### src/rtl/reset_sequencer_pkg.sv
// Shared types for the reset sequencer: FSM states, reset-cause codes and the
// registered output bundle decoded from the state being entered.
package reset_sequencer_pkg;

  typedef enum logic [1:0] {
    S_WAIT_LOCK   = 2'd0,
    S_PERIPH_HOLD = 2'd1,
    S_CPU_HOLD    = 2'd2,
    S_RUN         = 2'd3
  } rs_state_e;

  // Code 2'b11 is reserved and never produced.
  typedef enum logic [1:0] {
    RST_CAUSE_EXT      = 2'b00,
    RST_CAUSE_LOCKLOSS = 2'b01,
    RST_CAUSE_SW       = 2'b10
  } rst_cause_e;

  typedef struct packed {
    logic periph_resetn;
    logic cpu_resetn;
    logic sys_ready;
  } rst_outs_t;

  // Output levels for a given state; applied on the edge that enters it so the
  // outputs change together with the state register.
  function automatic rst_outs_t outs_for(input rs_state_e s);
    rst_outs_t o;
    o = '0;
    case (s)
      S_CPU_HOLD: o.periph_resetn = 1'b1;
      S_RUN:      o = '{periph_resetn: 1'b1, cpu_resetn: 1'b1, sys_ready: 1'b1};
      default:    o = '0;
    endcase
    return o;
  endfunction

  function automatic int unsigned max3(input int unsigned a, input int unsigned b,
                                       input int unsigned c);
    int unsigned m;
    m = (a > b) ? a : b;
    return (m > c) ? m : c;
  endfunction

endpackage

### src/rtl/reset_sequencer_sync_ff.sv
// Generic multi-flop synchronizer with asynchronous clear to RST_VAL.
module sync_ff #(
  parameter int   STAGES  = 2,
  parameter logic RST_VAL = 1'b0
) (
  input  logic clk,
  input  logic clr_n,
  input  logic d,
  output logic q
);

  logic [STAGES-1:0] chain;

  // NOTE: sequential state is written with <= so every flop samples the
  // pre-edge value of its neighbour; blocking '=' would collapse the chain.
  always_ff @(posedge clk or negedge clr_n) begin
    if (!clr_n) begin
      chain <= {STAGES{RST_VAL}};
    end else begin
      chain <= {chain[STAGES-2:0], d};
    end
  end

  assign q = chain[STAGES-1];

endmodule

### src/rtl/reset_sequencer.sv
// Staged reset release for the PLL clock domain: peripherals first, then the
// core. Lock loss or a software request re-enters the sequence; cause is latched.
module reset_sequencer
  import reset_sequencer_pkg::*;
#(
  parameter int SYNC_STAGES        = 2,
  parameter int LOCK_STABLE_CYCLES = 1024,
  parameter int PERIPH_HOLD_CYCLES = 16,
  parameter int CPU_DELAY_CYCLES   = 16
) (
  input  logic       clk,
  input  logic       resetn,
  input  logic       pll_locked,
  input  logic       soft_rst_req,
  output logic       periph_resetn,
  output logic       cpu_resetn,
  output logic       sys_ready,
  output logic [1:0] rst_cause
);

  localparam int CNT_W = $clog2(max3(LOCK_STABLE_CYCLES, PERIPH_HOLD_CYCLES,
                                     CPU_DELAY_CYCLES) + 1);

  localparam logic [CNT_W-1:0] LOCK_LAST   = CNT_W'(LOCK_STABLE_CYCLES - 1);
  localparam logic [CNT_W-1:0] PERIPH_LAST = CNT_W'(PERIPH_HOLD_CYCLES - 1);
  localparam logic [CNT_W-1:0] CPU_LAST    = CNT_W'(CPU_DELAY_CYCLES - 1);

  logic rst_n_i;
  logic locked_s;

  rs_state_e        state;
  logic [CNT_W-1:0] cnt;
  rst_outs_t        outs;
  rst_cause_e       cause;

  // NOTE: the board reset asserts asynchronously but releases only after the
  // chain fills with ones, so no flop sees reset removal near a clock edge.
  sync_ff #(
    .STAGES  (SYNC_STAGES),
    .RST_VAL (1'b0)
  ) u_rst_sync (
    .clk   (clk),
    .clr_n (resetn),
    .d     (1'b1),
    .q     (rst_n_i)
  );

  sync_ff #(
    .STAGES  (SYNC_STAGES),
    .RST_VAL (1'b0)
  ) u_lock_sync (
    .clk   (clk),
    .clr_n (rst_n_i),
    .d     (pll_locked),
    .q     (locked_s)
  );

  always_ff @(posedge clk or negedge rst_n_i) begin
    if (!rst_n_i) begin
      state <= S_WAIT_LOCK;
      cnt   <= '0;
      outs  <= outs_for(S_WAIT_LOCK);
      cause <= RST_CAUSE_EXT;
    end else if (state != S_WAIT_LOCK && !locked_s) begin
      // Lock loss overrides everything, including a same-cycle soft request.
      state <= S_WAIT_LOCK;
      cnt   <= '0;
      outs  <= outs_for(S_WAIT_LOCK);
      cause <= RST_CAUSE_LOCKLOSS;
    end else begin
      case (state)
        S_WAIT_LOCK: begin
          if (!locked_s) begin
            cnt <= '0;
          end else if (cnt == LOCK_LAST) begin
            state <= S_PERIPH_HOLD;
            cnt   <= '0;
            outs  <= outs_for(S_PERIPH_HOLD);
          end else begin
            cnt <= cnt + 1'b1;
          end
        end

        S_PERIPH_HOLD: begin
          if (cnt == PERIPH_LAST) begin
            state <= S_CPU_HOLD;
            cnt   <= '0;
            outs  <= outs_for(S_CPU_HOLD);
          end else begin
            cnt <= cnt + 1'b1;
          end
        end

        S_CPU_HOLD: begin
          if (cnt == CPU_LAST) begin
            state <= S_RUN;
            cnt   <= '0;
            outs  <= outs_for(S_RUN);
          end else begin
            cnt <= cnt + 1'b1;
          end
        end

        S_RUN: begin
          // A software reset skips the lock-stability wait: lock is known good.
          if (soft_rst_req) begin
            state <= S_PERIPH_HOLD;
            cnt   <= '0;
            outs  <= outs_for(S_PERIPH_HOLD);
            cause <= RST_CAUSE_SW;
          end
        end

        default: begin
          state <= S_WAIT_LOCK;
          cnt   <= '0;
          outs  <= outs_for(S_WAIT_LOCK);
        end
      endcase
    end
  end

  assign periph_resetn = outs.periph_resetn;
  assign cpu_resetn    = outs.cpu_resetn;
  assign sys_ready     = outs.sys_ready;
  assign rst_cause     = cause;

endmodule

### config.mk
export PLATFORM = sky130hd
export DESIGN_NAME = reset_sequencer
export DESIGN_NICKNAME = d
export VERILOG_FILES = /design/src/rtl/reset_sequencer_pkg.sv /design/src/rtl/reset_sequencer_sync_ff.sv /design/src/rtl/reset_sequencer.sv
export SDC_FILE = /design/constraint.sdc
export NUM_CORES = 1
export LEC_CHECK = 0
export ABC_AREA = 1
export ABC_CLOCK_PERIOD_IN_PS = 2150
export BUFFER_PORTS_ARGS = -buffer_cell sky130_fd_sc_hd__buf_2
export CAP_MARGIN = 20
export CELL_PAD_IN_SITES_DETAIL_PLACEMENT = 1
export CELL_PAD_IN_SITES_GLOBAL_PLACEMENT = 2
export CORE_ASPECT_RATIO = 1.5
export CORE_MARGIN = 2
export CORE_UTILIZATION = 38
export CTS_CLUSTER_SIZE = 28
export DETAILED_ROUTE_END_ITERATION = 7
export GPL_ROUTABILITY_DRIVEN = 0
export GPL_TIMING_DRIVEN = 0
export PLACE_DENSITY = 0.91
export SYNTH_ARGS = -nofsm -noshare
export SYNTH_HDL_FRONTEND = slang
export SYNTH_SLANG_ARGS = --single-unit
export TNS_END_PERCENT = 30
### constraint.sdc
create_clock -name clk -period 2.15 [get_ports clk]
set_clock_uncertainty 0.2 [all_clocks]
set_input_delay 0.215 -clock clk [delete_from_list [all_inputs] [get_ports clk]]
set_output_delay 0.215 -clock clk [all_outputs]
set_load 0.02 [all_outputs]
# After elaboration in Yosys (flattened, before gate mapping)
# Index checks and enable logic that the tools add are counted.
word_totals:
  regBits: 22
  latchBits: 0
  mem_bits_rw: 0
  rom_bits: 0
  out_inout_bits: 5
  mem_count: 0
op_classes:
  add_sub_neg: 1
  n_mul: 0
  n_div: 0
  magnitude_cmp: 0
  n_eq_ne: 10
  shifts: 0
  mux: 23
  bitwise: 0
  n_reduce_logical: 9
ops:
  columns: ["cell", "count"]
  rows:
  - ["2-to-1 mux 11 bit", 5]
  - ["case mux 11 bit (3 select lines)", 1]
  - ["2-to-1 mux 2 bit", 9]
  - ["2-to-1 mux 3 bit", 6]
  - ["!= test 3 bit, second input constant", 4]
  - ["case mux 3 bit (4 select lines)", 1]
  - ["adder 11 x 1 -> 11 bit, second input constant", 1]
  - ["equality test 11 x 10 -> 1 bit, second input constant", 1]
  - ["equality test 11 x 4 -> 1 bit, second input constant", 1]
  - ["case mux 2 bit (4 select lines)", 1]
  - ["nonzero test 2 bit", 3]
  - ["AND reduction 5 bit", 1]
  - ["equality test 2 bit, second input constant", 2]
  - ["!= test 3 x 2 -> 1 bit, second input constant", 1]
  - ["equality test 2 x 1 -> 1 bit, second input constant", 1]
  - ["logical NOT 2 bit", 1]
  - ["AND reduction 2 bit", 1]
  - ["OR reduction 2 bit", 1]
  - ["logical AND 1 bit", 1]
  - ["logical NOT 1 bit", 1]

# Longest topological paths before layout
depth:
  ltp_word: 5
  depth_mapped: 10
  mapped_depth_nobuf: 10

# By module
# Synthesis repeated with hierarchy kept, for this count alone.
hier_totals:
  hier_cells: 155
  hier_area_um2: 1234.9
modules_own_cells:
  columns: ["mod", "instances", "cells_per_inst", "area_each_um2", "seq_area_each_um2"]
  rows:
  - ["reset_sequencer", 1, 151, 1134.8, 400.4]
  - ["sync_ff", 2, 2, 50.0, 50.0]

# Worst setup path before layout
# No wires, ideal clock.
synth_path:
  path_type: "register -> register"
  start: "register state[1]"
  end: "register cnt[10]"
  t_arrival_ns: 1.491
  required_ns: 1.828
  path_slack_ns: 0.337
  path_stages_with_launch: 11
  synth_period_minus_slack_ns: 1.813
  path_cell_list: "dfrtp_1 -> inv_1 -> ha_1 -> nor2_4 -> inv_2 -> nand2_4 -> inv_4 -> nor2_4 -> nand4_1 -> nand2_1 -> a21oi_2"
synth_via:
  elab_chain_cells: 4
synth_rtl:
  columns: ["item", "line", "source"]
  rows:
  - ["start, declared", "reset_sequencer.sv:31", "rs_state_e state;"]
  - ["start signal, assigned", "reset_sequencer.sv:60", "state <= S_WAIT_LOCK;"]
  - ["start signal, assigned", "reset_sequencer.sv:66", "state <= S_WAIT_LOCK;"]
  - ["start signal, assigned", "reset_sequencer.sv:76", "state <= S_PERIPH_HOLD;"]
  - ["equality test 2 bit or equality test 2 x 1 -> 1 bit (tied branches)", "reset_sequencer.sv:71", "case (state)"]
  - ["OR reduction 2 bit (no line)", null, null]
  - ["case mux 11 bit (3 select lines)", "reset_sequencer.sv:71", null]
  - ["2-to-1 mux 11 bit", "reset_sequencer.sv:64", "end else if (state != S_WAIT_LOCK && !locked_s) begin"]
  - ["end signal, assigned", "reset_sequencer.sv:80", "cnt <= cnt + 1'b1;"]
  - ["end signal, assigned", "reset_sequencer.sv:90", "cnt <= cnt + 1'b1;"]
  - ["end signal, assigned", "reset_sequencer.sv:100", "cnt <= cnt + 1'b1;"]
  - ["end, declared", "reset_sequencer.sv:32", "logic [CNT_W-1:0] cnt;"]
# Several ways; a longest one is shown, not always the timed one.
# A chain may end at the register's enable or synchronous reset.

# Worst setup path in the final report
layout_path:
  start: "register state[1]"
  end: "register outs, in the netlist cpu_resetn"
layout_via:
  elab_chain_cells: 4
layout_rtl:
  columns: ["item", "line", "source"]
  rows:
  - ["nonzero test 2 bit", "reset_sequencer.sv:64", null]
  - ["logical AND 1 bit", "reset_sequencer.sv:64", null]
  - ["!= test 3 x 2 -> 1 bit (no line) or != test 3 bit (tied branches)", null, null]
  - ["AND reduction 5 bit (no line)", null, null]
  - ["end signal, assigned", "reset_sequencer.sv:62", "outs <= outs_for(S_WAIT_LOCK);"]
  - ["end signal, assigned", "reset_sequencer.sv:68", "outs <= outs_for(S_WAIT_LOCK);"]
  - ["end signal, assigned", "reset_sequencer.sv:78", "outs <= outs_for(S_PERIPH_HOLD);"]
  - ["end, declared", "reset_sequencer.sv:33", "rst_outs_t outs;"]
# Several ways; a longest one is shown, not always the timed one.

==> summary.txt <==
Status: finished, final reports clean
Placed Instance Area: 1200 sq um
Int Power: 558 uW
Fmax: 0.512 GHz
Tot GR Track Use: 0.189
Synth Instances: 132
RSZ-0062 raised after global routing: false
Post-DP HPWL: 2000 um
Power density over the cells: 555 nW/um^2
Synthesized Nets: 141
IO Count: 9
Static leakage: 0.000582 uW
Final Hold Vio Count: 0
Finished Core Util: 0.449
Clock-pin slew on the worst setup and hold paths: 70 ps
Pre-antenna DRT Iters: 3
Post-route ant nets: 0
Vias in the first global route: 1,023
Cell Count, Final, Fillers Out: 185
Maximum VDD drop: 0.380 mV
First-pass GRT wire length: 4640 um
H-tree depth: 1
Design area: 1280 sq um
Clock tree root driver cell: clkbuf_8
Final Setup Violations: 0
Clock power share: 0.407
Hold_sp: soft_rst_req
Clk_lat worst skew: 260 ps
Avg WL per Cell: 14.0 um
Gate power share: 0.030
Netlist Area Pre-Place: 1120 sq um
Slew @ Worst Pin: 741 ps
Sink Count: 20
Slew margin rel.: 0.506
Row Count: 24
Sequential power share: 0.562
Top cell type's share of synthesized area: 0.448
Area leader, netlist: dfrtp_1
Core area: 2850 sq um
Starting Density: 0.391
Tcrit/Tclk final: 0.909
IO Port Bufs: 8
Area Overhead vs Synth: 14.7%
Crit Path Max Fanout: 10
CP Class: register to register
Top cells by area, synth: dfrtp_1 (45%), nand2_1 (9.8%), ha_1 (5.6%), inv_1 (4.7%), nand4_1 (4.5%)
Post-CTS Resized: 0
CTS tree: done
Reg-to-Reg End: cpu_resetn
MaxCap Viol Count: 0
Yosys reg bits: 20
Sequential element share of the synthesized area: 0.448
Grt total ovfl: 0
Residual DRC: 0
Total number of vias: 935
Crit end category: register
P_sw: 152 uW
Hold crit path type: input port to register
Hold Path Stages: 3
Total CTS buffers: 3
Largest net degree at the start of global routing: 19
Post-Syn Area per Cell: 8.46 sq um
Via-to-Cell Ratio: 5.05
Hold worst-path end: rst_cause[1]
Crit start category: register
Reg2reg setup slack: 200 ps
Period minus WS final: 1950 ps
Reg2Reg Depth: 8
Chip height: 70.4 um
Sw frac: 0.214
Routed WL: 2590 um
Placed insts: 179
Setup TNS Final: 0 ps
Initial DRC count: 17
CP required: 2150 ps
Distinct cells, synth: 27
Yosys synthesis warning count: 0
Antenna violations before repair: 0
Worst EP arrival: 1960 ps
Reg2reg start: state[1]
Slew Viols, Final: 0
Die width: 48.3 um
Share of layout cells above drive strength 1: 0.185
CTS Buffer Depth: 2
Antenna cells: 0
Die area: 3400 sq um
Buffer count from post-CTS setup fixing: 0
Hold bufs inserted after CTS: 2
Final #Nets: 156
==> cell usage after synthesis (all sizes together) <==
master,number
a21oi,8
xor2,5
inv,16
xnor2,1
buf,2
nand3,10
nor3,1
ha,5
conb,1
nand2,31
o21bai,1
o22ai,1
nor2,15
nand4,8
o21ai,6
dfrtp,20
or2,1
==> flip-flops by register name, summed over array words and instances, names as in the netlist <==
name	flops
state	2
cnt	11
cpu_resetn	1
u_rst_sync.chain	2
rst_cause	2
u_lock_sync.chain	2
==> worst max-delay path: stages (launching register included) <==
cell and delay, ps:
dfrtp_1 450, inv_1 90, ha_1 280, nor2_4 150, inv_2 80, nand2_4 150
buf_2 270, nand4_1 140, nand2_1 80
==> kinds of logic after synthesis <==
| kind of cell | after synthesis | share of synthesized area |
|---|---|---|
| xor+xnor | 6 | 0.0471 |
| flops | 20 | 0.448 |
| simple gates | 66 | 0.299 |
| other cells | 1 | 0.00336 |
| buf+inv | 18 | 0.0673 |
| fa+ha+maj | 5 | 0.0561 |
| compound gates | 16 | 0.0785 |
==> per-stage QoR <==
| stage | power (uW) | setup WS, ps | hold WS [ps] |
|---|---|---|---|
| global route | 732 | 8.02 | 42.7 |
| finish | 710 | 196 | 26.1 |
| floorplan | 415 | 337 | -281 |
| CTS | 715 | 178 | 29.9 |
| global placement | 425 | 225 | -200 |
| detailed placement | 426 | 200 | -197 |
==> power by group through the flow <==
stage / logic (uW) / clock network [uW] / registers, uW
global placement: 18.1 / 0 / 407
global route: 25.0 / 305 / 402
floorplan: 12.7 / 0 / 403
finish: 21.6 / 289 / 400
detailed placement: 19.0 / 0 / 407
CTS: 21.9 / 293 / 400
==> worst max path at each step <==
stage,start,endpoint
finish,state[1],cpu_resetn
floorplan,state[1],cnt[10]
CTS,state[1],cpu_resetn
global route,state[1],cnt[9]
detailed placement,state[1],cpu_resetn
global placement,state[1],cpu_resetn
==> area by class of cell <==
cell class              instances  area [sq um]
plain buffers                   2          12.5
clock buffers                   4          55.1
fillers                       355          1570
inverters                      16          62.6
multi-input cells              94           541
flip-flops and latches         20           500
well taps                      39          48.8
repair buffers                 10          60.1
==> routing by layer <==
| layer | up-vias | wire length [um] | GRT usage |
|---|---|---|---|
| li1 | 452 | - | - |
| met1 | 464 | 979 | 0.214 |
| met3 | 9 | 39 | 0.0258 |
| met4 | 0 | 76 | 0.0781 |
| met2 | 10 | 1490 | 0.326 |
| met5 | - | 0 | 0 |
==> placed cells by master, fill, tap and decap left out, drive strengths merged <==
cell type    Yosys  routed
buf              2      10
xor2             5       5
nor3             1       1
ha               5       5
nand3           10      10
conb             1       1
inv             16      16
or2              1       1
dfrtp           20      20
clkbuf           0       4
o21bai           1       1
nand2           31      31
dlygate4sd3      0       2
o22ai            1       1
nand4            8       8
a21oi            8       8
o21ai            6       6
nor2            15      15
xnor2            1       1
Note: power is estimated with default switching activity, not from simulation.
